## config.mk

```make
export PLATFORM = sky130hd
export DESIGN_NAME = vga_sync_gen
export DESIGN_NICKNAME = d
export VERILOG_FILES = /design/src/rtl/vga_sync_gen.sv
export SDC_FILE = /design/constraint.sdc
export NUM_CORES = 1
export LEC_CHECK = 0
export CAP_MARGIN = 40
export CELL_PAD_IN_SITES_DETAIL_PLACEMENT = 0
export CELL_PAD_IN_SITES_GLOBAL_PLACEMENT = 1
export CORE_MARGIN = 1.5
export CORE_UTILIZATION = 36
export CTS_CLUSTER_DIAMETER = 120
export CTS_CLUSTER_SIZE = 14
export DETAILED_ROUTE_END_ITERATION = 6
export GPL_ROUTABILITY_DRIVEN = 0
export PLACE_DENSITY = 0.87
export SLEW_MARGIN = 20
export SYNTH_ARGS = -nofsm -noshare
export SYNTH_HDL_FRONTEND = slang
export SYNTH_SLANG_ARGS = --single-unit
```

## constraint.sdc

```tcl
create_clock -name CLK -period 2.75 [get_ports CLK]
set_input_delay 0.6875 -clock CLK [delete_from_list [all_inputs] [get_ports CLK]]
set_output_delay 0.6875 -clock CLK [all_outputs]
set_load 0.01 [all_outputs]
```

## src/rtl/vga_sync_gen.sv

```systemverilog
// VGA timing generator: free-running h/v counters, arm-on-full streaming FSM and a
// two-stage output pipeline that turns FIFO pixels into RGB/HS/VS/BLANK at the pins.
module vga_sync_gen #(
  parameter int HDISP  = 800,
  parameter int VDISP  = 480,
  parameter int HFP    = 40,
  parameter int HPULSE = 48,
  parameter int HBP    = 40,
  parameter int VFP    = 13,
  parameter int VPULSE = 3,
  parameter int VBP    = 29
) (
  input  logic        CLK,
  input  logic        NRST,
  input  logic [23:0] fifo_rdata,
  input  logic        fifo_empty,
  input  logic        fifo_full,
  output logic        fifo_read,
  output logic        VGA_HS,
  output logic        VGA_VS,
  output logic        VGA_BLANK,
  output logic        VGA_SYNC,
  output logic [7:0]  VGA_R,
  output logic [7:0]  VGA_G,
  output logic [7:0]  VGA_B,
  output logic        frame_start,
  output logic        underflow
);

  localparam int HTOTAL = HFP + HPULSE + HBP + HDISP;
  localparam int VTOTAL = VFP + VPULSE + VBP + VDISP;
  localparam int HW     = $clog2(HTOTAL);
  localparam int VW     = $clog2(VTOTAL);

  localparam logic [HW-1:0] H_LAST   = HW'(HTOTAL - 1);
  localparam logic [HW-1:0] H_SYNC_B = HW'(HFP);
  localparam logic [HW-1:0] H_SYNC_E = HW'(HFP + HPULSE);
  localparam logic [HW-1:0] H_ACT_B  = HW'(HFP + HPULSE + HBP);
  localparam logic [VW-1:0] V_LAST   = VW'(VTOTAL - 1);
  localparam logic [VW-1:0] V_SYNC_B = VW'(VFP);
  localparam logic [VW-1:0] V_SYNC_E = VW'(VFP + VPULSE);
  localparam logic [VW-1:0] V_ACT_B  = VW'(VFP + VPULSE + VBP);

  typedef enum logic [1:0] {IDLE, ARMED, RUN} state_t;

  state_t         state, state_n;
  logic [HW-1:0]  hcnt;
  logic [VW-1:0]  vcnt;
  logic           h_sync, v_sync, active_px, frame_origin;

  // stage-1 registers
  logic s1_hs, s1_vs, s1_blank, s1_rd, s1_bad, s1_fs;

  assign h_sync       = (hcnt >= H_SYNC_B) && (hcnt < H_SYNC_E);
  assign v_sync       = (vcnt >= V_SYNC_B) && (vcnt < V_SYNC_E);
  assign active_px    = (hcnt >= H_ACT_B) && (vcnt >= V_ACT_B);
  assign frame_origin = (hcnt == '0) && (vcnt == '0);
  assign fifo_read    = (state == RUN) && active_px;
  assign VGA_SYNC     = 1'b0;

  // NOTE: clocked blocks use non-blocking (<=) so every register samples pre-edge values.
  always_ff @(posedge CLK) begin
    if (!NRST) begin
      hcnt <= '0;
      vcnt <= '0;
    end else if (hcnt == H_LAST) begin
      hcnt <= '0;
      vcnt <= (vcnt == V_LAST) ? '0 : vcnt + 1'b1;
    end else begin
      hcnt <= hcnt + 1'b1;
    end
  end

  always_ff @(posedge CLK) begin
    if (!NRST) state <= IDLE;
    else       state <= state_n;
  end

  // Streaming only ever starts at the frame origin, so a frame is never partially drawn.
  always_comb begin
    // NOTE: default assigned first so every path drives state_n and no latch is inferred.
    state_n = state;
    unique case (state)
      IDLE:    if (fifo_full)    state_n = ARMED;
      ARMED:   if (frame_origin) state_n = RUN;
      RUN:     state_n = RUN;
      default: state_n = IDLE;
    endcase
  end

  // NOTE: the pixel datapath is reset too, because black pins out of reset are part of the contract.
  always_ff @(posedge CLK) begin
    if (!NRST) begin
      s1_hs    <= 1'b1;
      s1_vs    <= 1'b1;
      s1_blank <= 1'b0;
      s1_rd    <= 1'b0;
      s1_bad   <= 1'b0;
      s1_fs    <= 1'b0;
    end else begin
      s1_hs    <= ~h_sync;
      s1_vs    <= ~v_sync;
      s1_blank <= active_px;
      s1_rd    <= fifo_read;
      s1_bad   <= fifo_read & fifo_empty;
      s1_fs    <= frame_origin;
    end
  end

  // Stage 2: FIFO data arrives the cycle after the read, i.e. alongside s1_rd.
  always_ff @(posedge CLK) begin
    if (!NRST) begin
      VGA_HS                <= 1'b1;
      VGA_VS                <= 1'b1;
      VGA_BLANK             <= 1'b0;
      {VGA_R, VGA_G, VGA_B} <= '0;
      frame_start           <= 1'b0;
      underflow             <= 1'b0;
    end else begin
      VGA_HS                <= s1_hs;
      VGA_VS                <= s1_vs;
      VGA_BLANK             <= s1_blank;
      {VGA_R, VGA_G, VGA_B} <= (s1_rd && !s1_bad) ? fifo_rdata : 24'h0;
      frame_start           <= s1_fs;
      // Flag rises with the zeroed pixel; a coincident set beats the frame clear.
      if (s1_bad)     underflow <= 1'b1;
      else if (s1_fs) underflow <= 1'b0;
    end
  end

endmodule

```

==> tab_implementation.tex, run 1 <==
\begin{tabular}{lr}
\hline
Metric & Value \\
\hline
\multicolumn{2}{l}{\textbf{Outcome}} \\
\quad Run status & complete, no violations \\
\multicolumn{2}{l}{\textbf{Clock network}} \\
\quad Root buffer cell & clkbuf\_8 \\
\quad Worst-skew pair later-pin latency & between 0.3 and 0.4 ns \\
\quad Clock sinks & 57 \\
\quad Depth of the CTS H-tree & 3 \\
\quad Total CTS buffers & 9 \\
\quad CTS Hold Bufs & 0 \\
\quad Clock transition at the register clock pins on the worst setup and hold paths after CTS & roughly 0.06 ns \\
\quad TritonCTS clock tree & done \\
\quad Max Buffers Root-to-Sink & 2 \\
\multicolumn{2}{l}{\textbf{Global route}} \\
\quad Most Used Layer, Global Route & met2 \\
\quad Total track usage & 14.9\% \\
\quad Via count of the first global-routing pass & 1545 \\
\quad Fraction of met2 tracks used by global routing & 22.4\% \\
\quad First-pass GRT wire length & 7130 um \\
\quad Met1 track demand over resource & a little under a fifth \\
\quad Global routing usage on met3 & under 10\% \\
\quad Number of antenna violations at the first check in global routing & 0 \\
\quad Maximum number of pins on one net before global-route repair & 25 \\
\quad Final global-route overflow total & 0 \\
\multicolumn{2}{l}{\textbf{Logic synthesis}} \\
\quad Mapped Nets & 264 \\
\quad Synthesized area divided by synthesized cell count & about 9.6 um2 \\
\quad EDFF count, synth & 0 \\
\quad Proportion of synthesized flip-flops having asynchronous set or reset & 0\% \\
\quad Synthesis-stage register bit count & 57 \\
\quad Post-synthesis instance total & 228 \\
\quad Sequential-to-total area share from yosys stat & 52.1\% \\
\quad Yosys cell types & 37 \\
\quad Post-synth top flop & dfxtp\_1 \\
\quad Yosys Warn Count & 0 \\
\quad Cell area after technology mapping & 2190 um2 \\
\multicolumn{2}{l}{\textbf{Drt}} \\
\quad Length of the first detailed-routing pass in iterations & 4 \\
\quad Initial DRC Count & 95 \\
\quad Routed via count & 1728 \\
\quad Final WL & 4600 um \\
\quad Drt via density & 4.62 \\
\quad Final antenna-violating net count & 0 \\
\quad DR WL/cell & 12.3 um \\
\quad DR DRC count & 0 \\
\multicolumn{2}{l}{\textbf{Final layout}} \\
\quad Post-layout net count & 330 \\
\quad Layout cell share with drive strength beyond 1 & 8.70\% \\
\quad Area growth from synthesis to final layout & 40.0\% \\
\quad Utilization after layout & 52.1\% \\
\quad Diodes inserted & 0 \\
\multicolumn{2}{l}{\textbf{Timing}} \\
\quad Transition time at the pin with the least slew margin & 0.632 ns \\
\quad Count of endpoints failing hold in the final timing report & 0 \\
\quad Number of pins exceeding their max-slew limit in the final report & 0 \\
\quad Achievable Freq & 397 MHz \\
\quad Final Critical Period & approximately 2.5 ns \\
\quad RSZ-0062 raised after global routing & no \\
\quad Setup Total Neg Slack & 0 ns \\
\quad Period Utilization, post-route & 91.6\% \\
\quad Worst rel slew slack & 57.5\% \\
\quad Setup Viol. Count Final & 0 \\
\quad Setup skew after layout & 0.00512 ns \\
\multicolumn{2}{l}{\textbf{Die}} \\
\quad Area of the core & $\sim$5900 um2 \\
\quad Die Wd & 81.0 um \\
\quad Die area & 6560 um2 \\
\quad Initial core utilization & 37.2\% \\
\quad Number of placed I/O pins & 59 \\
\quad Y dimension of the die & roughly 81 um \\
\quad Site Rows & 28 \\
\multicolumn{2}{l}{\textbf{Flow run}} \\
\quad Count of maximum capacitance violations & 0 \\
\multicolumn{2}{l}{\textbf{Min path}} \\
\quad Type of the tightest min-delay check & flop to flop \\
\multicolumn{2}{l}{\textbf{Pwr}} \\
\quad Leakage power of the design & 1.13 nW \\
\quad Post-route total power & 1.83 mW \\
\quad Power density over the cells & 598 nW/um2 \\
\quad Maximum vdd drop & 0.000359 V \\
\multicolumn{2}{l}{\textbf{Placement}} \\
\quad Sum of net half-perimeters after detailed placement & about 3400 um \\
\quad Count of port buffers added during placement & 57 \\
\multicolumn{2}{l}{\textbf{Worst setup path}} \\
\quad Data required time at the worst endpoint & approximately 2 ns \\
\quad Critical Path Fanout Max & 6 \\
\quad Crit path launch type & flop \\
\quad Critical path endpoint category & primary output \\
\quad Worst Path Class, Setup & flop to primary output \\
\quad Crit path arrival time & 1.83 ns \\
\hline
\end{tabular}
==> worst max-delay path, cell delays in order, from the launching register on <==
cell and delay, ns:
dfxtp_2 0.37, inv_1 0.08, ha_1 0.21, nand2b_1 0.09
a21oi_1 0.07, o21a_1 0.21, nor3b_1 0.17, dlygate4sd2_1 0.31
==> final cells by class <==
class                      instances  area (um2)
sequential                        57        1140
inverter                          12        45.0
clock inverter                     2        35.0
clock buffer                      14         173
timing repair buffer              63         614
fill                             559        2820
tap                               75        93.8
multi-input combinational        151         962
==> metrics by stage <==
step	instances	setup WS (ns)	hold WS, ns	area, um2
after floorplan	228	0.687	0.386	2190
after global placement	358	0.247	0.393	2860
after detailed placement	358	0.222	0.398	2860
after CTS	374	0.137	0.411	3060
after global routing	374	0.0518	0.418	3070
final	374	0.232	0.404	3070
==> final timing paths <==
| kind | from | end | slack, ns | depth (start not counted) |
|---|---|---|---|---|
| worst max register to register | hcnt[6] | vcnt[9] | 0.66 | 4 |
| worst min-delay path | s1_vs | VGA_VS | 0.40 | 1 |
| worst min register to register | s1_vs | VGA_VS | 0.40 | 1 |
| worst max-delay path | vcnt[0] | fifo_read | 0.23 | 7 |
==> timing repair <==
action	4_1_cts	5_1_grt
endpoints found under the setup margin	1	1
setup buffers	0	0
gates resized for setup	1	2
==> cells by family after synthesis <==
family,after synthesis,share of synthesized area (%)
AOI/OAI and AO/OA,20,5.65
xor gates and xnor gates,13,5.20
adders and majority gates,8,4.57
buffers and inverters,20,4.00
DFF,57,52.1
muxes,1,0.457
other,1,0.171
and+or+nand+nor,108,27.9
==> state kept, by name (all words and copies together), names as in the netlist, 2 cells and up <==
| signal | count |
|---|---|
| VGA_R | 8 |
| hcnt | 10 |
| vcnt | 10 |
| state | 2 |
| VGA_B | 8 |
| VGA_G | 8 |
==> synthesized netlist by cell type, types with 5 or more instances <==
cell | instances | area, um2
clkbuf_1 | 5 | 18.8
nor4_1 | 8 | 50.1
ha_1 | 8 | 100
nand3_1 | 9 | 45.0
nand2_1 | 11 | 41.3
nor3_1 | 9 | 45.0
nor2_1 | 18 | 67.6
a21oi_1 | 7 | 35.0
xnor2_1 | 9 | 78.8
nand4_1 | 7 | 43.8
inv_1 | 12 | 45.0
and2_1 | 26 | 163
dfxtp_1 | 57 | 1140
==> placed cells by master, fill, tap and decap left out, types with 2 or more instances in the layout <==
cell	Yosys	routed
clkdlybuf4s50_1	0	56
dfxtp_1	57	55
and2_1	26	26
nor2_1	18	18
inv_1	12	12
clkbuf_8	0	12
nand2_1	11	11
nor3_1	9	9
nand3_1	9	9
xnor2_1	9	9
nor4_1	8	8
ha_1	8	8
a21oi_1	7	7
nand4_1	7	7
buf_4	1	6
xor2_1	4	4
o31ai_1	4	4
o21ai_0	4	4
nand2b_1	3	3
nor3b_1	3	3
or3_1	2	2
and3_1	2	2
or4_4	2	2
or4_1	2	2
nor4b_1	2	2
clkbuf_1	5	2
dfxtp_2	0	2
==> per-layer routing <==
layer	part of all wire (%)	up-vias
li1	-	909
met1	46	779
met2	49	32
met3	3.7	8
met4	1.4	0
met5	0	-
==> power breakdown <==
group	switching (mW)	internal, mW	leakage, nW
logic	0.0749	0.0975	0.562
registers	0.0163	0.847	0.462
clock network	0.305	0.492	0.107
total	0.396	1.44	1.13
No activity file was read; power rests on OpenSTA's default activity.
==> run 2, diff against run 1 <==
--- a/config.mk
+++ b/config.mk
@@ -14,7 +14,9 @@
 export CTS_CLUSTER_SIZE = 14
 export DETAILED_ROUTE_END_ITERATION = 6
 export GPL_ROUTABILITY_DRIVEN = 0
+export GPL_TIMING_DRIVEN = 0
 export PLACE_DENSITY = 0.87
+export SKIP_CTS_REPAIR_TIMING = 1
 export SLEW_MARGIN = 20
 export SYNTH_ARGS = -nofsm -noshare
 export SYNTH_HDL_FRONTEND = slang
==> tab_implementation.tex, run 2 (synthesis gave the netlist of run 1 again) <==
\begin{tabular}{lr}
\hline
Metric & Value \\
\hline
\multicolumn{2}{l}{\textbf{Outcome}} \\
\quad Run status & complete, no violations \\
\multicolumn{2}{l}{\textbf{Final layout}} \\
\quad Layout cell share with drive strength beyond 1 & 7.97\% \\
\quad Post-layout net count & 332 \\
\quad Most used cells in the layout excluding fill and tap cells & clkdlybuf4s50\_1 (56), dfxtp\_1 (55), and2\_1 (26) \\
\quad Area growth from synthesis to final layout & 40.5\% \\
\quad Fill cell instance count of the final layout & 566 \\
\quad Largest registers in the final layout & hcnt: 10 flops, vcnt: 10 flops \\
\quad Most common library cell in the layout ignoring fill and taps & clkdlybuf4s50\_1 \\
\quad Area occupied by multi-input gates & $\sim$970 um2 \\
\quad Utilization after layout & between 50\% and 60\% \\
\quad Diodes inserted & 0 \\
\quad Number of standard cells in the layout, taps in and fillers out & 376 \\
\quad FF/Latch Area & approximately 1100 um2 \\
\multicolumn{2}{l}{\textbf{Timing}} \\
\quad Count of endpoints failing hold in the final timing report & 0 \\
\quad Period Utilization, post-route & roughly 88\% \\
\quad Final Critical Period & about 2.4 ns \\
\quad Achievable Freq & 413 MHz \\
\quad Worst rel slew slack & 60.5\% \\
\quad RSZ-0062 raised after global routing & no \\
\quad Transition time at the pin with the least slew margin & 0.587 ns \\
\quad Setup skew after layout & 0.00570 ns \\
\quad Number of pins exceeding their max-slew limit in the final report & 0 \\
\quad Setup Viol. Count Final & 0 \\
\multicolumn{2}{l}{\textbf{Worst setup path}} \\
\quad Data required time at the worst endpoint & 2.06 ns \\
\quad Critical path endpoint category & primary output \\
\quad Worst Path Class, Setup & flop to primary output \\
\quad Crit path launch type & flop \\
\quad Critical Path Fanout Max & 6 \\
\quad Crit path arrival time & 1.74 ns \\
\multicolumn{2}{l}{\textbf{Drt}} \\
\quad DR DRC count & 0 \\
\quad Drt via density & 4.54 \\
\quad Final antenna-violating net count & 0 \\
\quad DR WL/cell & 12.1 um \\
\quad Final WL & approximately 4600 um \\
\quad Initial DRC Count & 46 \\
\quad Routed via count & 1708 \\
\quad Length of the first detailed-routing pass in iterations & 5 \\
\multicolumn{2}{l}{\textbf{Placement}} \\
\quad Sum of net half-perimeters after detailed placement & 3360 um \\
\quad Count of port buffers added during placement & 57 \\
\quad Total placed cells including tap cells & between 300 and 400 \\
\multicolumn{2}{l}{\textbf{Flow run}} \\
\quad Count of maximum capacitance violations & 0 \\
\multicolumn{2}{l}{\textbf{Global route}} \\
\quad Maximum number of pins on one net before global-route repair & 11 \\
\quad Total track usage & 14.8\% \\
\quad First-pass GRT wire length & 7300 um \\
\quad Number of antenna violations at the first check in global routing & 0 \\
\quad Via count of the first global-routing pass & around 1.6k \\
\quad Final global-route overflow total & 0 \\
\multicolumn{2}{l}{\textbf{Clock network}} \\
\quad Worst-skew pair later-pin latency & 0.33 ns \\
\quad Clock sinks & 57 \\
\quad Root buffer cell & clkbuf\_8 \\
\quad Total CTS buffers & 9 \\
\quad Max Buffers Root-to-Sink & 2 \\
\quad TritonCTS clock tree & done \\
\quad Clock transition at the register clock pins on the worst setup and hold paths after CTS & 0.06 ns \\
\quad Depth of the CTS H-tree & 3 \\
\multicolumn{2}{l}{\textbf{Pwr}} \\
\quad Share of total power in the clock network & 44.7\% \\
\quad Switching power summed over all nets & 424 uW \\
\quad Post-route total power & 1.88 mW \\
\quad Combinational group share of total power & a little under a tenth \\
\quad Switching Share & 22.6\% \\
\quad Leakage power of the design & 1.13 nW \\
\quad Power density over the cells & 610 nW/um2 \\
\quad Relative contribution of sequential cells to total power & 46.0\% \\
\quad Maximum vdd drop & 0.000280 V \\
\quad Cell internal pwr & about 1.5 mW \\
\multicolumn{2}{l}{\textbf{Die}} \\
\quad Area of the core & 5890 um2 \\
\quad Die Wd & a little over 80 um \\
\quad Die area & approximately 6600 um2 \\
\quad Number of placed I/O pins & 59 \\
\quad Y dimension of the die & 81.0 um \\
\quad Initial core utilization & 37.2\% \\
\quad Site Rows & 28 \\
\multicolumn{2}{l}{\textbf{Min path}} \\
\quad Type of the tightest min-delay check & flop to flop \\
\hline
\end{tabular}
run 2: cell types whose count changed in the layout (fill, tap and decap cells not counted), sizes merged:
cell | previous run | this run
clkinvlp | 0 | 2
dlymetal6s2s | 0 | 1
buf | 6 | 3
dlygate4sd2 | 1 | 0
bufinv | 1 | 2
clkbuf | 14 | 16
run 2: power by group through the flow:
stage / sequential (mW) / clock (mW) / combinational, mW
after CTS: 0.862 / 0.859 / 0.175
final: 0.864 / 0.840 / 0.174
after detailed placement: 0.881 / 0 / 0.174
after global routing: 0.866 / 0.895 / 0.200
after floorplan: 0.878 / 0 / 0.111
after global placement: 0.880 / 0 / 0.168
run 2: cell type report:
cell class / count / share of cell area [%]
Sequential cell: 57 / 37.2
Multi-Input combinational cell: 151 / 31.5
Timing Repair Buffer: 57 / 18.6
Clock buffer: 11 / 4.27
Tap cell: 75 / 3.05
Clock inverter: 5 / 2.60
Inverter: 12 / 1.46
Buffer: 8 / 1.38
run 2: per-stage QoR:
stage / TNS (ns) / setup slack, ns / hold WS (ns) / cell area (um2)
5_1_grt: 0 / 0.182 / 0.429 / 3080
6_report: 0 / 0.327 / 0.406 / 3080
2_1_floorplan: 0 / 0.687 / 0.386 / 2190
3_5_place_dp: 0 / 0.154 / 0.395 / 2860
4_1_cts: -0.214 / -0.214 / 0.410 / 3070
3_3_place_gp: 0 / 0.170 / 0.393 / 2860
run 2: critical path, stage by stage (launching register included):
cell            delay [ns]
dfxtp_2               0.38
inv_1                 0.09
ha_1                  0.21
nand2b_1              0.09
a21oi_1               0.07
o21a_1                0.22
nor3b_1               0.17
dlymetal6s2s_1        0.20
run 2: per-layer routing:
layer  routed length [um]  global-route usage, %
met1                 2130                   17.5
met2                 2250                   24.3
met3                  117                   5.06
met4                   61                   6.72
met5                    0                      0
run 2: final timing paths:
kind	slack (ns)	end	depth (start not counted)	start
min reg2reg	0.41	VGA_VS	1	s1_vs
min	0.41	VGA_VS	1	s1_vs
max reg2reg	0.46	vcnt[9]	5	hcnt[1]
max	0.33	fifo_read	7	vcnt[0]
